## config.mk

```make
export PLATFORM = sky130hd
export DESIGN_NAME = vc_credit_tx_flat
export DESIGN_NICKNAME = d
export VERILOG_FILES = /design/src/rtl/noc_pkg.sv /design/src/rtl/vc_credit_tx_if.sv /design/src/rtl/vc_credit_tx_credit_counter.sv /design/src/rtl/vc_credit_tx.sv /design/src/flat_wrapper.sv
export SDC_FILE = /design/constraint.sdc
export NUM_CORES = 1
export LEC_CHECK = 0
export CORE_AREA = 2 2 78 80
export DETAILED_ROUTE_END_ITERATION = 16
export DIE_AREA = 0 0 80 82
export HOLD_SLACK_MARGIN = 0.08
export PLACE_DENSITY = 0.82
export SYNTH_ARGS = -nofsm -noshare
export SYNTH_HDL_FRONTEND = slang
export SYNTH_SLANG_ARGS = --single-unit
```

## constraint.sdc

```tcl
create_clock -name clk -period 4.4 [get_ports clk]
set_clock_uncertainty 0.05 [all_clocks]
set_input_delay 0.44 -clock clk [delete_from_list [all_inputs] [get_ports clk]]
set_output_delay 0.44 -clock clk [all_outputs]
set_load 0.01 [all_outputs]
```

## src/rtl/noc_pkg.sv

```systemverilog
// rtl/noc_pkg.sv - shared router-link types and default sizes
//
// Contents:
//   FLIT_DATA_WIDTH  default flit payload width
//   NUM_VCS          default number of virtual channels per link
//   VC_W             width of a VC identifier
//   BUF_DEPTH        default depth of a downstream per-VC input FIFO
//   vc_id_t, flit_t  VC identifier and flit payload types
package noc_pkg;

    localparam int FLIT_DATA_WIDTH = 32;
    localparam int NUM_VCS         = 4;
    localparam int VC_W            = (NUM_VCS > 1) ? $clog2(NUM_VCS) : 1;
    localparam int BUF_DEPTH       = 8;

    typedef logic [VC_W-1:0]            vc_id_t;
    typedef logic [FLIT_DATA_WIDTH-1:0] flit_t;

endpackage

```

## src/rtl/vc_credit_tx_if.sv

```systemverilog
// rtl/vc_credit_tx_if.sv - flit, credit-return and link signals of the credit transmitter
//
// Signals:
//   in_valid/in_vc/in_data/in_ready   flit offered by the switch allocator
//   credit_valid/credit_vc            credit returned by the downstream end
//   link_valid/link_vc/link_data      registered flit on the physical link
//   credit_avail                      per-VC "credit count is non-zero"
//   credit_err                        sticky credit overflow / bad-VC return flag
// Modports:
//   slave   the transmitter itself
//   master  the surrounding environment (allocator, link, downstream credits)
interface vc_credit_tx_if
    import noc_pkg::*;
#(
    parameter int NUM_VCS    = noc_pkg::NUM_VCS,
    parameter int VC_W       = noc_pkg::VC_W,
    parameter int DATA_WIDTH = FLIT_DATA_WIDTH
);
    logic                  in_valid;
    logic [VC_W-1:0]       in_vc;
    logic [DATA_WIDTH-1:0] in_data;
    logic                  in_ready;
    logic                  credit_valid;
    logic [VC_W-1:0]       credit_vc;
    logic                  link_valid;
    logic [VC_W-1:0]       link_vc;
    logic [DATA_WIDTH-1:0] link_data;
    logic [NUM_VCS-1:0]    credit_avail;
    logic                  credit_err;

    modport slave (
        input  in_valid, in_vc, in_data, credit_valid, credit_vc,
        output in_ready, link_valid, link_vc, link_data, credit_avail, credit_err
    );

    modport master (
        output in_valid, in_vc, in_data, credit_valid, credit_vc,
        input  in_ready, link_valid, link_vc, link_data, credit_avail, credit_err
    );
endinterface

```

## src/rtl/vc_credit_tx_credit_counter.sv

```systemverilog
// rtl/vc_credit_tx_credit_counter.sv - saturating credit counter for one virtual channel
//
// Ports:
//   clk       rising-edge clock
//   reset     asynchronous active-low reset, loads MAX
//   inc       one credit returned this cycle
//   dec       one credit consumed this cycle (only asserted when cnt != 0)
//   cnt       current credit count
//   nonzero   cnt != 0
//   overflow  a lone return arrived while already holding MAX credits
module credit_counter #(
    parameter int MAX = 8,
    parameter int CW  = $clog2(MAX + 1)
) (
    input  logic          clk,
    input  logic          reset,
    input  logic          inc,
    input  logic          dec,
    output logic [CW-1:0] cnt,
    output logic          nonzero,
    output logic          overflow
);

    logic at_max;

    assign at_max   = (cnt == CW'(MAX));
    assign nonzero  = (cnt != '0);
    // A simultaneous consume cancels the return, so only a lone return can overflow.
    assign overflow = inc && !dec && at_max;

    always_ff @(posedge clk or negedge reset) begin
        if (!reset) begin
            cnt <= CW'(MAX);
        end else if (inc && !dec && !at_max) begin
            cnt <= cnt + 1'b1;
        end else if (dec && !inc && nonzero) begin
            cnt <= cnt - 1'b1;
        end
    end

endmodule

```

## src/rtl/vc_credit_tx.sv

```systemverilog
// rtl/vc_credit_tx.sv - credit-based virtual-channel transmitter for one router link
//
// Ports:
//   clk    rising-edge clock
//   reset  asynchronous active-low reset; refills all credits, clears link and error
//   bus    vc_credit_tx_if.slave: flit input (valid/vc/data/ready), credit return
//          (valid/vc), registered link output (valid/vc/data), credit_avail, credit_err
// A flit is accepted only when its VC holds a credit and appears on the link one
// cycle later. Credits returned in a cycle become usable on the following cycle.
module vc_credit_tx
    import noc_pkg::*;
#(
    parameter int NUM_VCS    = noc_pkg::NUM_VCS,
    parameter int BUF_DEPTH  = noc_pkg::BUF_DEPTH,
    parameter int DATA_WIDTH = FLIT_DATA_WIDTH
) (
    input  logic clk,
    input  logic reset,
    vc_credit_tx_if.slave bus
);

    localparam int VC_W    = (NUM_VCS > 1) ? $clog2(NUM_VCS) : 1;
    localparam int VC_SPAN = 1 << VC_W;
    localparam int CW      = $clog2(BUF_DEPTH + 1);

    logic [NUM_VCS-1:0]    inc;
    logic [NUM_VCS-1:0]    dec;
    logic [NUM_VCS-1:0]    nonzero;
    logic [NUM_VCS-1:0]    overflow;
    logic [VC_SPAN-1:0]    avail_pad;
    logic                  in_range;
    logic                  credit_in_range;
    logic                  accept;

    logic                  link_valid_q;
    logic [VC_W-1:0]       link_vc_q;
    logic [DATA_WIDTH-1:0] link_data_q;
    logic                  credit_err_q;

    // When NUM_VCS fills the VC id space every id is legal; otherwise the
    // unused ids must be screened off.
    generate
        if (NUM_VCS == VC_SPAN) begin : g_full_span
            assign in_range        = 1'b1;
            assign credit_in_range = 1'b1;
        end else begin : g_part_span
            assign in_range        = ({1'b0, bus.in_vc}     < (VC_W + 1)'(NUM_VCS));
            assign credit_in_range = ({1'b0, bus.credit_vc} < (VC_W + 1)'(NUM_VCS));
        end
    endgenerate

    // Padded so an out-of-range in_vc indexes a defined zero bit.
    assign avail_pad        = VC_SPAN'(nonzero);
    assign bus.credit_avail = nonzero;
    assign bus.in_ready     = avail_pad[bus.in_vc] && in_range;
    assign accept           = bus.in_valid && bus.in_ready;

    generate
        for (genvar v = 0; v < NUM_VCS; v++) begin : g_vc
            logic [CW-1:0] cnt_v;

            assign dec[v] = accept && (bus.in_vc == VC_W'(v));
            assign inc[v] = bus.credit_valid && (bus.credit_vc == VC_W'(v));

            credit_counter #(
                .MAX (BUF_DEPTH),
                .CW  (CW)
            ) u_credit_counter (
                .clk      (clk),
                .reset    (reset),
                .inc      (inc[v]),
                .dec      (dec[v]),
                .cnt      (cnt_v),
                .nonzero  (nonzero[v]),
                .overflow (overflow[v])
            );

            a_cnt_bounded: assert property (@(posedge clk) disable iff (!reset)
                cnt_v <= CW'(BUF_DEPTH));
        end
    endgenerate

    always_ff @(posedge clk or negedge reset) begin
        if (!reset) begin
            link_valid_q <= 1'b0;
            link_vc_q    <= '0;
            link_data_q  <= '0;
            credit_err_q <= 1'b0;
        end else begin
            link_valid_q <= accept;
            if (accept) begin
                link_vc_q   <= bus.in_vc;
                link_data_q <= bus.in_data;
            end
            if ((|overflow) || (bus.credit_valid && !credit_in_range)) begin
                credit_err_q <= 1'b1;
            end
        end
    end

    assign bus.link_valid = link_valid_q;
    assign bus.link_vc    = link_vc_q;
    assign bus.link_data  = link_data_q;
    assign bus.credit_err = credit_err_q;

endmodule

```

## src/flat_wrapper.sv

```systemverilog
// flat-port wrapper written by rule: the top's interface ports become plain ports
module vc_credit_tx_flat import noc_pkg::*;
#(
    parameter int NUM_VCS    = noc_pkg::NUM_VCS,
    parameter int BUF_DEPTH  = noc_pkg::BUF_DEPTH,
    parameter int DATA_WIDTH = FLIT_DATA_WIDTH
)
  (clk, reset, bus_in_valid, bus_in_vc, bus_in_data, bus_credit_valid, bus_credit_vc, bus_in_ready, bus_link_valid, bus_link_vc, bus_link_data, bus_credit_avail, bus_credit_err);
  vc_credit_tx_if #(.NUM_VCS(NUM_VCS), .VC_W(2), .DATA_WIDTH(DATA_WIDTH)) bus_i ();
  input  logic clk;
  input  logic reset;
  input wire logic [$bits(bus_i.in_valid)-1:0] bus_in_valid;
  input wire logic [$bits(bus_i.in_vc)-1:0] bus_in_vc;
  input wire logic [$bits(bus_i.in_data)-1:0] bus_in_data;
  input wire logic [$bits(bus_i.credit_valid)-1:0] bus_credit_valid;
  input wire logic [$bits(bus_i.credit_vc)-1:0] bus_credit_vc;
  output wire logic [$bits(bus_i.in_ready)-1:0] bus_in_ready;
  output wire logic [$bits(bus_i.link_valid)-1:0] bus_link_valid;
  output wire logic [$bits(bus_i.link_vc)-1:0] bus_link_vc;
  output wire logic [$bits(bus_i.link_data)-1:0] bus_link_data;
  output wire logic [$bits(bus_i.credit_avail)-1:0] bus_credit_avail;
  output wire logic [$bits(bus_i.credit_err)-1:0] bus_credit_err;
  assign bus_i.in_valid = bus_in_valid;
  assign bus_i.in_vc = bus_in_vc;
  assign bus_i.in_data = bus_in_data;
  assign bus_i.credit_valid = bus_credit_valid;
  assign bus_i.credit_vc = bus_credit_vc;
  assign bus_in_ready = bus_i.in_ready;
  assign bus_link_valid = bus_i.link_valid;
  assign bus_link_vc = bus_i.link_vc;
  assign bus_link_data = bus_i.link_data;
  assign bus_credit_avail = bus_i.credit_avail;
  assign bus_credit_err = bus_i.credit_err;
  vc_credit_tx #(.NUM_VCS(NUM_VCS), .BUF_DEPTH(BUF_DEPTH), .DATA_WIDTH(DATA_WIDTH)) u_core (.clk(clk), .reset(reset), .bus(bus_i));
endmodule
```

==> flow_summary.ini, run 1 <==
[yosys]
syn_area_per_cell_sq_um = 12.2
syn_area_sq_um = 2800
synth_top_family_by_area = multiplexers
synth-simple-area-share = 0.134
synthAdderAreaFrac = 0.0643
synth-compound-area-share = 0.0844
synth_edf_count = 0
synthDistinctLibCells = 51
yosysWarnings = 0
syn_inst = 230
synth_ff_type = dfrtp_1
synthXorXnorAreaFrac = 0.0344
synthArstFlopShare = 1.00
ys_ff_latch = 52
synthMuxAreaShare = 0.176
yosysSeqAreaShare = 0.466
syn_nets = 282

[timing]
slew_headroom = 0.564
final-setup-viol-count = 0
worstMarginPinSlew_ns = 0.654
finalMaxSlewViolations = 0
tns_ns = 0
timing.final.crit_share = 0.698
rsz0062_at_grt = no
min_period_ns = 3.07
hold_violations = 0
fmax_ghz = 0.325

[cts]
clk_pin_slew_ns = 0.10
clk_path_buf_depth = 2
cts-resized-gates = 0
cts_buffers = 5
post-cts-setup-buffers = 0
clock-sinks = 52
cts_hold_buf = 0
insertion_delay_ns = 0.29
clockRootBuffer = clkbuf_8
tritoncts = yes
htree_levels = 2

[die]
die_w_um = 80
row_count = 28
io_pins = 81
dieArea_sq_um = 6560
start_util = 0.488
die_y_um = 82
core_area_sq_um = 5750

[detailed_routing]
ant_nets = 0
wl_um = 5690
first_iter_violations = 66
via_per_inst = 5.29
vias = 2000
detail_route.drc_violations = 0
routedWlPerCell_um = 15.0
dr.pass1.iters = 4

[cells_and_area]
utilization = 0.648
diodes = 0
area_delta_synth_final_pct = 32.9
stdcell_count = 378
fin_nets = 354
drive_above_1_share = 0.211

[power_and_ir_drop]
cellLeakagePower_nw = 1.50
power_density_nw_per_um2 = 546
ir_drop_mv = 0.298
power_w = 0.00203

[worst_setup_path]
cp.arrival_ns = 3.25
crit_type = in -> reg
crit_required_ns = 4.57
critical_path.endpoint_type = register
startpoint_type = primary input
crit_path_max_fanout = 11

[grt]
grt_first_pass_wirelength_um = 9180
grt.total_usage = 0.177
grt_antenna_before_repair = 0
grt_max_degree = 53
grt_pass1_vias = 1952
grt_overflow = 0

[job]
cap_violations = 0

[placement]
gp_congestion = 0.741
io_buffers = 80
place_inst = 370
hpwlAfterDp_um = 4400

[status]
status = finished, final reports clean

[hold_path]
hold_class = in -> async
## cells in the mapped netlist, types with 5 or more instances
| master | instances | area, sq um |
|---|---|---|
| ha_1 | 8 | 100 |
| xor2_1 | 8 | 70.1 |
| a21oi_1 | 5 | 25.0 |
| nand3_1 | 7 | 35.0 |
| mux2_2 | 38 | 428 |
| dfrtp_1 | 48 | 1200 |
| a21o_1 | 6 | 45.0 |
| nand2_1 | 13 | 48.8 |
| clkbuf_1 | 5 | 18.8 |
| buf_4 | 7 | 52.6 |
## cell usage in the layout (no fill, tap or decap), types with 5 or more instances in the layout
cell	count
ha_1	8
a21o_1	6
nand3_1	7
clkbuf_8	6
clkdlybuf4s50_1	79
nand2_1	13
dfrtp_1	48
a21oi_1	5
xor2_1	8
mux2_2	38
## cell type report
| type | count | area, sq um |
|---|---|---|
| Timing Repair Buffer | 81 | 803 |
| Sequential cell | 52 | 1310 |
| Tap cell | 75 | 93.8 |
| Clock buffer | 6 | 82.6 |
| Fill cell | 479 | 2020 |
| Clock inverter | 2 | 38.8 |
| Multi-Input combinational cell | 158 | 1380 |
| Inverter | 4 | 15.0 |
## stage by stage
step                hold WS, ns  worst slack, ns  cell area (sq um)
floorplan                0.0944             1.62               2800
global placement          0.424             1.13               3600
detailed placement        0.431            0.997               3600
CTS                       0.222             1.34               3720
global route              0.262             1.14               3720
finish                    0.200             1.33               3720
## routing by layer
layer | global-route usage | wire length, um
met2 | 0.284 | 2910
met3 | 0.0462 | 239
met1 | 0.236 | 2450
met5 | 0 | 0
met4 | 0.0542 | 85
## kinds of logic after synthesis
| group | count (synthesis) |
|---|---|
| AND/OR/NAND/NOR | 60 |
| flip-flops | 52 |
| multiplexers | 44 |
| AO/OA/AOI/OAI | 31 |
| buffers and inverters | 20 |
| adder cells (fa/ha/maj) | 12 |
| XOR/XNOR | 11 |
## registers in the layout, indices dropped and copies added, names as in the netlist
register and count:
u_core.bus.credit_err 1, u_core.bus.link_data 32, u_core.bus.link_valid 1, u_core.bus.link_vc 2
u_core.g_vc.u_credit_counter.cnt 16
## critical path, cell delays in order
cell and delay [ns]:
clkdlybuf4s50_1 0.57, nand3b_1 0.30, o21ai_0 0.33, a21o_1 0.18, ha_1 0.24, a21o_1 0.17, a21oi_1 0.25, mux2_2 0.37
a2111o_1 0.40
## power by group
| part | internal, W | switching [W] |
|---|---|---|
| sequential | 0.000659 | 0.000159 |
| clock | 0.000186 | 0.000150 |
| combinational | 0.000501 | 0.000377 |
## final timing paths
check / slack (ns) / cells past startpoint / endpoint / from
max: 1.33 / 9 / u_core.g_vc[1].u_credit_counter.cnt[3] / bus_in_vc[1]
min: 0.20 / 2 / u_core.bus.link_data[1] / reset
min in group clk: 0.45 / 1 / u_core.bus.link_data[4] / u_core.bus.link_data[4]
max in group asynchronous: 3.66 / 2 / u_core.bus.link_data[30] / reset
min reg2reg: 0.45 / 1 / u_core.bus.link_data[4] / u_core.bus.link_data[4]
max reg2reg: 1.38 / 8 / u_core.g_vc[1].u_credit_counter.cnt[3] / u_core.g_vc[1].u_credit_counter.cnt[1]
Power figures use the tool's default switching activity.
==> run 2, diff against run 1 <==
--- a/config.mk
+++ b/config.mk
@@ -5,11 +5,11 @@
 export SDC_FILE = /design/constraint.sdc
 export NUM_CORES = 1
 export LEC_CHECK = 0
-export CORE_AREA = 2 2 78 80
+export CORE_AREA = 2 2 84 86
 export DETAILED_ROUTE_END_ITERATION = 16
-export DIE_AREA = 0 0 80 82
+export DIE_AREA = 0 0 86 88
 export HOLD_SLACK_MARGIN = 0.08
-export PLACE_DENSITY = 0.82
+export PLACE_DENSITY = 0.75
 export SYNTH_ARGS = -nofsm -noshare
 export SYNTH_HDL_FRONTEND = slang
 export SYNTH_SLANG_ARGS = --single-unit
==> constraint.sdc (replaced) <==
create_clock -name clk -period 2.8 [get_ports clk]
set_clock_uncertainty 0.05 [all_clocks]
set_input_delay 0.28 -clock clk [delete_from_list [all_inputs] [get_ports clk]]
set_output_delay 0.28 -clock clk [all_outputs]
set_load 0.01 [all_outputs]
==> run 2 against run 1 <==
Against the previous run:
- via count is 6.4% higher
- total power is 56% higher
- global-route usage is 1.7 points lower
- sequential share of layout area is 1.3 points lower
- setup slack worse by 1.0 ns
- die area is 15% higher
- final cell count is 7.1% higher
- critical path depth stayed put
- register-to-register slack worse by 1.1 ns
- critical path type unchanged
- largest cell class unchanged
==> flow_summary.ini, run 2 (synthesis gave the netlist of run 1 again) <==
[grt]
grt_antenna_before_repair = 0
grt_pass1_vias = 2117
grt.total_usage = 0.160
grt_max_degree = 53
grt_overflow = 0
grt_first_pass_wirelength_um = 9670

[detailed_routing]
first_iter_violations = 36
via_per_inst = 5.25
wl_um = 5960
dr.pass1.iters = 4
vias = 2127
routedWlPerCell_um = 14.7
ant_nets = 0
detail_route.drc_violations = 0

[cts]
htree_levels = 2
insertion_delay_ns = 0.30
clk_path_buf_depth = 2
tritoncts = yes
clk_pin_slew_ns = 0.09
post-cts-setup-buffers = 0
clockRootBuffer = clkbuf_8
clock-sinks = 52
cts_buffers = 5

[power_and_ir_drop]
p_int_w = 0.00206
power_density_nw_per_um2 = 818
seqPwrFrac = 0.407
ir_drop_mv = 0.353
power_w = 0.00316
power_frac_comb = 0.458
netSwitchingFraction = 0.348
power.switching_w = 0.00110
pwr-share-clk = 0.135
cellLeakagePower_nw = 1.59

[timing]
rsz0062_at_grt = no
timing.final.crit_share = 0.888
finalMaxSlewViolations = 0
slew_headroom = 0.558
hold_violations = 0
tns_ns = 0
min_period_ns = 2.49
worstMarginPinSlew_ns = 0.662
fmax_ghz = 0.402
final-setup-viol-count = 0

[die]
die_w_um = 86
die_y_um = 88
row_count = 30
dieArea_sq_um = 7570
start_util = 0.422
core_area_sq_um = 6640
io_pins = 81

[cells_and_area]
final_cell_mix = 79 x clkdlybuf4s50_1, 48 x dfrtp_1, 38 x mux2_2, 22 x buf_4, 13 x nand2_1
diodes = 0
fill_cells = 564
largest_reg_flops = 32
area_delta_synth_final_pct = 37.8
final_common_cell = clkdlybuf4s50_1
drive_above_1_share = 0.258
fin_nets = 376

[status]
status = finished, final reports clean

[placement]
io_buffers = 80
gp_congestion = 0.824
hpwlAfterDp_um = 4490

[worst_setup_path]
crit_path_max_fanout = 3
crit_type = in -> reg
cp.arrival_ns = 2.67
startpoint_type = primary input
crit_required_ns = 2.98
critical_path.endpoint_type = register

[job]
cap_violations = 0

[hold_path]
hold_class = reg -> reg
run 2: changes by cell type in the layout (fill, tap and decap cells not counted):
cell	previous run	this run
clkinv_2	0	1
clkbuf_8	6	5
clkbuf_1	0	1
bufinv_16	1	0
dlygate4sd3_1	0	1
inv_6	0	1
clkinv_4	1	0
buf_4	1	22
run 2: path summary, 6_finish.rpt:
| check | startpoint | to | slack, ns | depth (start not counted) |
|---|---|---|---|---|
| min | u_core.bus.link_data[17] | u_core.bus.link_data[17] | 0.44 | 1 |
| min reg2reg | u_core.bus.link_data[17] | u_core.bus.link_data[17] | 0.44 | 1 |
| max | bus_in_valid | u_core.g_vc[1].u_credit_counter.cnt[3] | 0.31 | 9 |
| min in group asynchronous | reset | u_core.bus.link_data[17] | 0.59 | 3 |
| max in group asynchronous | reset | u_core.g_vc[1].u_credit_counter.cnt[1] | 1.67 | 3 |
| max reg2reg | u_core.g_vc[1].u_credit_counter.cnt[1] | u_core.g_vc[1].u_credit_counter.cnt[3] | 0.32 | 8 |
run 2: repair_timing:
action	CTS	global route
gates resized for setup	0	0
endpoints found under the hold margin	48	0
hold buffers	1	0
run 2: per-layer routing:
metal	vias to the layer above	part of all wire	GRT usage
met5	-	0	0
li1	1022	-	-
met2	38	0.53	0.281
met3	10	0.035	0.0358
met1	1057	0.42	0.192
met4	0	0.019	0.0592
run 2: critical path, cell delays in order:
cell and delay [ns]:
clkdlybuf4s50_1 0.55, nand3b_1 0.12, o21ai_0 0.26, a21o_1 0.14
ha_1 0.22, a21o_1 0.17, a21oi_1 0.19, mux2_2 0.35
a2111o_1 0.39
run 2: power groups by stage:
stage | Clock [W] | Sequential, W | Combinational (W)
after floorplan | 0 | 0.00129 | 0.000841
after global placement | 0 | 0.00129 | 0.00142
after detailed placement | 0 | 0.00130 | 0.00146
after CTS | 0.000452 | 0.00129 | 0.00147
after global routing | 0.000477 | 0.00133 | 0.00159
final | 0.000428 | 0.00129 | 0.00145
run 2: stage by stage:
step / area, sq um / setup WS, ns / hold slack (ns) / util / cells
CTS: 3860 / 0.295 / 0.453 / 0.581 / 405
global placement: 3760 / 0.0833 / 0.398 / 0.567 / 396
global route: 3860 / 0.141 / 0.459 / 0.581 / 405
floorplan: 2800 / 0.0243 / -0.0656 / - / 230
detailed placement: 3760 / 0.00672 / 0.398 / 0.567 / 396
finish: 3860 / 0.314 / 0.445 / 0.581 / 405
run 2: area by class of cell:
class | count | area [sq um] | area share
repair buffers | 103 | 971 | 0.251
well taps | 80 | 100 | 0.0259
multi-input cells | 158 | 1380 | 0.358
clock buffers | 6 | 72.6 | 0.0188
clock inverters | 2 | 13.8 | 0.00356
inverters | 4 | 15.0 | 0.00389
flip-flops and latches | 52 | 1310 | 0.338
